--- config.mk ---
export PLATFORM = sky130hd
export DESIGN_NAME = uart_rx_ovs
export DESIGN_NICKNAME = d
export VERILOG_FILES = /design/src/rtl/uart_rx_ovs.sv
export SDC_FILE = /design/constraint.sdc
export NUM_CORES = 1
export LEC_CHECK = 0
export ABC_AREA = 1
export CAP_MARGIN = 20
export CORE_UTILIZATION = 40
export DETAILED_ROUTE_END_ITERATION = 8
export SYNTH_ARGS = -nofsm -noshare
export SYNTH_HDL_FRONTEND = slang
export SYNTH_SLANG_ARGS = --single-unit
export TNS_END_PERCENT = 5
--- constraint.sdc ---
create_clock -name clk -period 2.9 [get_ports clk]
set_clock_uncertainty 0.15 [all_clocks]
set_input_delay 0.435 -clock clk [delete_from_list [all_inputs] [get_ports clk]]
set_output_delay 0.435 -clock clk [all_outputs]
set_load 0.005 [all_outputs]
--- src/rtl/uart_rx_ovs.sv ---
// uart_rx_ovs: oversampling UART receiver with a first-word-fall-through receive FIFO
// and sticky overrun/frame/parity error flags.
// Optional parity stage: define UART_RX_PARITY_EN to add the PAR state (sense set by PARITY_ODD).
module uart_rx_ovs #(
    parameter int unsigned DATA_W     = 8,
    parameter int unsigned OVS        = 16,
    parameter int unsigned FIFO_DEPTH = 4,
    parameter int unsigned PARITY_ODD = 0
) (
    input  logic              clk,
    input  logic              Rst,
    input  logic              baud_tick,
    input  logic              rx,
    input  logic              rd_en,
    output logic [DATA_W-1:0] rd_data,
    output logic              rd_valid,
    output logic              fifo_full,
    input  logic              err_clr,
    output logic              overrun_err,
    output logic              frame_err,
    output logic              parity_err
);

    localparam int unsigned CNT_W = $clog2(OVS);
    localparam int unsigned BIT_W = $clog2(DATA_W);
    localparam int unsigned PTR_W = $clog2(FIFO_DEPTH);
    localparam int unsigned LVL_W = PTR_W + 1;

    localparam logic [CNT_W-1:0] HALF_LAST = CNT_W'(OVS / 2 - 1);
    localparam logic [CNT_W-1:0] FULL_LAST = CNT_W'(OVS - 1);
    localparam logic [BIT_W-1:0] BIT_LAST  = BIT_W'(DATA_W - 1);
    localparam logic [LVL_W-1:0] LVL_FULL  = LVL_W'(FIFO_DEPTH);
    localparam logic             PAR_SENSE = 1'(PARITY_ODD);

`ifdef UART_RX_PARITY_EN
    typedef enum logic [2:0] {
        IDLE    = 3'd0,
        START   = 3'd1,
        DATA    = 3'd2,
        PAR     = 3'd3,
        STOP    = 3'd4,
        WAIT_HI = 3'd5
    } state_t;
`else
    typedef enum logic [2:0] {
        IDLE    = 3'd0,
        START   = 3'd1,
        DATA    = 3'd2,
        STOP    = 3'd4,
        WAIT_HI = 3'd5
    } state_t;
`endif

    state_t              state_q, state_d;
    logic [CNT_W-1:0]    cnt_q, cnt_d;
    logic [BIT_W-1:0]    bit_q, bit_d;
    logic [DATA_W-1:0]   shift_q, shift_d;
    logic                push_q, push_d;
    logic                rx_meta_q, rx_sync_q;
    logic                frame_set_c;
    logic                par_set_c;

    logic [DATA_W-1:0]   mem_q [FIFO_DEPTH];
    logic [PTR_W-1:0]    wr_ptr_q, wr_ptr_d;
    logic [PTR_W-1:0]    rd_ptr_q, rd_ptr_d;
    logic [LVL_W-1:0]    level_q, level_d;
    logic                rd_valid_q, rd_valid_d;
    logic                fifo_full_q, fifo_full_d;
    logic                overrun_q, overrun_d;
    logic                frame_q, frame_d;
    logic                pop_c;
    logic                do_push_c;

    // Two-flop synchronizer; the line idles high so the flops reset to 1
    always_ff @(posedge clk or posedge Rst) begin
        if (Rst) begin
            rx_meta_q <= 1'b1;
            rx_sync_q <= 1'b1;
        end else begin
            rx_meta_q <= rx;
            rx_sync_q <= rx_meta_q;
        end
    end

    // Receiver state, tick/bit counters, shift register and push strobe
    always_ff @(posedge clk or posedge Rst) begin
        if (Rst) begin
            state_q <= IDLE;
            cnt_q   <= '0;
            bit_q   <= '0;
            shift_q <= '0;
            push_q  <= 1'b0;
        end else begin
            state_q <= state_d;
            cnt_q   <= cnt_d;
            bit_q   <= bit_d;
            shift_q <= shift_d;
            push_q  <= push_d;
        end
    end

    // Frame sequencing: every decision is taken on a baud_tick using the synchronized line
    always_comb begin
        state_d     = state_q;
        cnt_d       = cnt_q;
        bit_d       = bit_q;
        shift_d     = shift_q;
        push_d      = 1'b0;
        frame_set_c = 1'b0;
        par_set_c   = 1'b0;
        if (baud_tick) begin
            case (state_q)
                IDLE: begin
                    if (!rx_sync_q) begin
                        state_d = START;
                        cnt_d   = '0;
                    end
                end
                START: begin
                    if (cnt_q == HALF_LAST) begin
                        cnt_d   = '0;
                        bit_d   = '0;
                        state_d = rx_sync_q ? IDLE : DATA;
                    end else begin
                        cnt_d = cnt_q + CNT_W'(1);
                    end
                end
                DATA: begin
                    if (cnt_q == FULL_LAST) begin
                        cnt_d   = '0;
                        shift_d = {rx_sync_q, shift_q[DATA_W-1:1]};
                        if (bit_q == BIT_LAST) begin
`ifdef UART_RX_PARITY_EN
                            state_d = PAR;
`else
                            state_d = STOP;
`endif
                        end else begin
                            bit_d = bit_q + BIT_W'(1);
                        end
                    end else begin
                        cnt_d = cnt_q + CNT_W'(1);
                    end
                end
`ifdef UART_RX_PARITY_EN
                PAR: begin
                    if (cnt_q == FULL_LAST) begin
                        cnt_d     = '0;
                        par_set_c = ((^shift_q) ^ rx_sync_q) != PAR_SENSE;
                        state_d   = STOP;
                    end else begin
                        cnt_d = cnt_q + CNT_W'(1);
                    end
                end
`endif
                STOP: begin
                    if (cnt_q == FULL_LAST) begin
                        cnt_d = '0;
                        if (rx_sync_q) begin
                            push_d  = 1'b1;
                            state_d = IDLE;
                        end else begin
                            frame_set_c = 1'b1;
                            state_d     = WAIT_HI;
                        end
                    end else begin
                        cnt_d = cnt_q + CNT_W'(1);
                    end
                end
                WAIT_HI: begin
                    cnt_d = '0;
                    if (rx_sync_q) begin
                        state_d = IDLE;
                    end
                end
                default: begin
                    state_d = IDLE;
                    cnt_d   = '0;
                end
            endcase
        end
    end

    // FIFO pointers, level and sticky error flags; a full FIFO only accepts a push alongside a pop
    always_comb begin
        pop_c       = rd_en & rd_valid_q;
        do_push_c   = push_q & (~fifo_full_q | pop_c);
        wr_ptr_d    = wr_ptr_q + PTR_W'(do_push_c);
        rd_ptr_d    = rd_ptr_q + PTR_W'(pop_c);
        level_d     = level_q + LVL_W'(do_push_c) - LVL_W'(pop_c);
        rd_valid_d  = (level_d != '0);
        fifo_full_d = (level_d == LVL_FULL);
        overrun_d   = (push_q & fifo_full_q & ~pop_c) | (overrun_q & ~err_clr);
        frame_d     = frame_set_c | (frame_q & ~err_clr);
    end

    // FIFO control and status registers
    always_ff @(posedge clk or posedge Rst) begin
        if (Rst) begin
            wr_ptr_q    <= '0;
            rd_ptr_q    <= '0;
            level_q     <= '0;
            rd_valid_q  <= 1'b0;
            fifo_full_q <= 1'b0;
            overrun_q   <= 1'b0;
            frame_q     <= 1'b0;
        end else begin
            wr_ptr_q    <= wr_ptr_d;
            rd_ptr_q    <= rd_ptr_d;
            level_q     <= level_d;
            rd_valid_q  <= rd_valid_d;
            fifo_full_q <= fifo_full_d;
            overrun_q   <= overrun_d;
            frame_q     <= frame_d;
        end
    end

    // FIFO storage; cleared on reset so the head reads zero
    always_ff @(posedge clk or posedge Rst) begin
        if (Rst) begin
            for (int unsigned i = 0; i < FIFO_DEPTH; i++) begin
                mem_q[i] <= '0;
            end
        end else if (do_push_c) begin
            mem_q[wr_ptr_q] <= shift_q;
        end
    end

`ifdef UART_RX_PARITY_EN
    logic parity_q, parity_d;

    // Sticky parity flag; a set in the same cycle as err_clr wins
    always_comb begin
        parity_d = par_set_c | (parity_q & ~err_clr);
    end

    // Parity flag register
    always_ff @(posedge clk or posedge Rst) begin
        if (Rst) begin
            parity_q <= 1'b0;
        end else begin
            parity_q <= parity_d;
        end
    end

    assign parity_err = parity_q;
`else
    // No parity bit on the line: the flag is constant and the parity sense has no effect
    assign parity_err = par_set_c & PAR_SENSE;
`endif

    assign rd_data     = mem_q[rd_ptr_q];
    assign rd_valid    = rd_valid_q;
    assign fifo_full   = fifo_full_q;
    assign overrun_err = overrun_q;
    assign frame_err   = frame_q;

endmodule

==> impl_metrics.csv <==
group,metric,value,unit
clock_network,cts_tree,"built",
detailed_routing,route.detailed.drc,0,
layout,drive_gt1_share,14.7,%
global_route,grt_pass1_wl,10.5,mm
clock_network,cts_buffers,9,
logic_synthesis,synth_top_flop_cell,"dfrtp_1",
floorplanning,die_h,89.8,um
detailed_routing,wl_per_cell,12.6,um
detailed_routing,vias,2209,
worst_setup_path,r2r-start,"rd_valid$_DFF_PP0_",
clock_network,post_cts_buffers,0,
worst_setup_path,path_class,"flop to output pin",
power_and_ir_drop,p_leak,0.00163,uW
global_route,grt-busiest-layer,"met2",
sta,setup_tns,0,ns
floorplanning,die_area,8070,sq um
floorplanning,io_pins,19,
power_and_ir_drop,ir_drop,0.353,mV
sta,period_needed,2.54,ns
worst_setup_path,crit_path_start,"rd_ptr_q[1]$_DFF_PP0_",
clock_network,clockBufferDepth,2,
clock_network,h-tree-depth,3,
sta,slew_viol_final,0,
logic_synthesis,synth_area,3090,sq um
clock_network,worstSkewPairLatency,0.34,ns
global_route,gr-usage-met1,20.7,%
detailed_routing,vias_per_cell,4.81,
status,status,"finished clean",
logic_synthesis,yosysWarnings,0,
worst_setup_path,crit_required,2.32,ns
detailed_routing,totalWireLength,5.77,mm
global_route,antenna_found_initial,0,
global_route,gr-total-overflow,0,
logic_synthesis,syn_inst,336,
sta,relSlewSlack,66.5,%
clock_network,cts_hold_buf,0,
sta,final-hold-violation-count,0,
clock_network,cts_root_buf,"clkbuf_8",
worst_setup_path,crit_chain,"inv_1 > o21ai_0 > o22ai_1 > clkdlybuf4s50_1",
worst_setup_path,worst_setup_path_end_kind,"output pin",
placement,numPortBuffers,17,
worst_setup_path,path_max_fanout,10,
layout,antenna_cells,0,
power_and_ir_drop,p_per_area,750,nW/um^2
logic_synthesis,synth_edf_count,0,
global_route,track_usage,16.6,%
layout,areaGrowthSynthToFinish,13.9,%
sta,tightest_slew,0.501,ns
hold_path,hold_start,"rx_meta_q$_DFF_PP1_",
layout,nets,370,
global_route,grt_pass1_vias,2204,
worst_setup_path,worst_setup_path_start_kind,"flop",
clock_network,cts.clk_slew.worst_paths,0.07,ns
logic_synthesis,ys_types,29,
flow_run,cap_viol_max_count,0,
sta,post-route-period-util,87.6,%
logic_synthesis,postSynth.asyncResetShare,100,%
floorplanning,start_util,41.9,%
worst_setup_path,cp.arrival,1.95,ns
detailed_routing,drt_iter0_drc,123,
sta,rsz0062_at_grt,"no",
placement,gp_congestion,0.776,
sta,timing.hold.ws,0.205,ns
logic_synthesis,yosysSeqAreaShare,52.0,%
logic_synthesis,synth.avg_cell_area,9.19,sq um
clock_network,cts.sinks,64,
logic_synthesis,syn-num-nets,350,
worst_setup_path,slowest_stage,"clkdlybuf4s50_1",
sta,setup_viol,0,
logic_synthesis,ys_ff_latch,64,
floorplanning,fp-row-count,31,
detailed_routing,drtAntennaViolNets,0,
hold_path,hold_class,"flop to flop",
floorplanning,core-area,7370,sq um
global_route,globalRouteMet3Util,5.41,%
sta,timing.fmax,394,MHz
global_route,use_met2,26.9,%
worst_setup_path,crit_path_max_incr_delay,0.53,ns
detailed_routing,dr.pass1.iters,4,
clock_network,cts.repair.resized,0,
floorplanning,fp.dieW,89.8,um
placement,place_hpwl,4.00,mm
global_route,grt_max_degree,28,
-- final cells by class --
cell class                      count  area, sq um
Clock inverter                      2         38.8
Sequential cell                    64         1600
Timing Repair Buffer               21          213
Clock buffer                       13          159
Inverter                           34          128
Multi-Input combinational cell    226         1250
Tap cell                           99          124
Fill cell                         728         3850
-- report_power, final --
group          leakage (uW)  internal (uW)  switching [uW]
logic              0.000664            364             457
clock network     0.0000997            441             317
registers          0.000862            970            86.5
total               0.00163           1780             860
-- logic make-up after synthesis --
group / after synthesis / share of synthesized area (%)
AOI/OAI and AO/OA: 71 / 14.3
and+or+nand+nor: 141 / 21.2
adders and majority gates: 8 / 3.49
DFF: 64 / 52.0
buffers and inverters: 46 / 7.54
xor gates and xnor gates: 5 / 1.42
other: 1 / 0.121
-- final timing paths --
path / end / cells past startpoint / slack, ns
min in group asynchronous: frame_err$_DFF_PP0_ / 2 / 0.28
setup / recovery: rd_data[2] / 4 / 0.36
setup reg to reg: fifo_full$_DFF_PP0_ / 11 / 0.64
max in group asynchronous: shift_q[1]$_DFFE_PP0P_ / 3 / 1.72
hold reg to reg: rx_sync_q$_DFF_PP1_ / 0 / 0.21
hold / removal: rx_sync_q$_DFF_PP1_ / 0 / 0.21
-- state kept, by name, indices dropped and copies added (netlist names) --
signal       cells
rd_ptr_q         2
push_q           1
overrun_err      1
rx_sync_q        1
mem_q           32
rd_valid         1
rx_meta_q        1
cnt_q            4
bit_q            3
fifo_full        1
frame_err        1
shift_q          8
wr_ptr_q         2
level_q          3
state_q          3
-- Yosys cell counts, types with 2 or more instances --
library cell / count / share of area, %
nand4_1: 3 / 0.61
nand3_1: 19 / 3.1
ha_1: 7 / 2.8
inv_2: 2 / 0.24
o21ai_1: 17 / 2.8
nor2_1: 33 / 4.0
nand2_2: 5 / 1.0
dfrtp_1: 62 / 50
nand2_1: 70 / 8.5
buf_6: 7 / 2.6
inv_1: 32 / 3.9
o21ai_0: 25 / 4.1
dfstp_2: 2 / 1.7
nand3_4: 3 / 1.7
nor2_2: 2 / 0.41
xor2_1: 5 / 1.4
clkbuf_1: 3 / 0.36
nand2_4: 3 / 1.1
buf_4: 2 / 0.49
o22ai_1: 9 / 1.8
a21oi_1: 2 / 0.32
o21ai_2: 16 / 4.5
-- placed cells by master, fill, tap and decap left out, types with 5 or more instances in the layout --
master	synthesis	final
inv_1	32	31
nand2_2	5	5
o22ai_1	9	9
xor2_1	5	5
clkdlybuf4s50_1	0	17
nand2_1	70	70
nand3_1	19	19
clkbuf_8	0	11
ha_1	7	7
o21ai_0	25	25
o21ai_1	17	17
dfrtp_1	62	62
nor2_1	33	33
o21ai_2	16	16
-- worst max-delay path: cells and delay by family (launching register included) --
family                 cells  cell delay, ns
buffers and inverters      2            0.80
flip-flops                 1            0.52
AO/OA/AOI/OAI              2            0.30
-- through the flow --
| stage | instance area [sq um] | setup WS, ns | std cells | utilization, % | power [uW] |
|---|---|---|---|---|---|
| 2_1_floorplan | 3090 | 0.501 | 336 | - | 1590 |
| 3_3_place_gp | 3320 | 0.162 | 444 | 45.0 | 1890 |
| 3_5_place_dp | 3320 | 0.104 | 444 | 45.0 | 1900 |
| 4_1_cts | 3520 | 0.333 | 459 | 47.7 | 2680 |
| 5_1_grt | 3520 | 0.213 | 459 | 47.7 | 2820 |
| 6_report | 3520 | 0.361 | 459 | 47.7 | 2640 |
-- layer usage --
metal  vias to the layer above  share of wire (%)
met1                      1040                 47
li1                       1133                  -
met2                        27                 48
met3                         9                3.7
met4                         0                1.6
met5                         -                  0
Note: power is estimated with default switching activity, not from simulation.
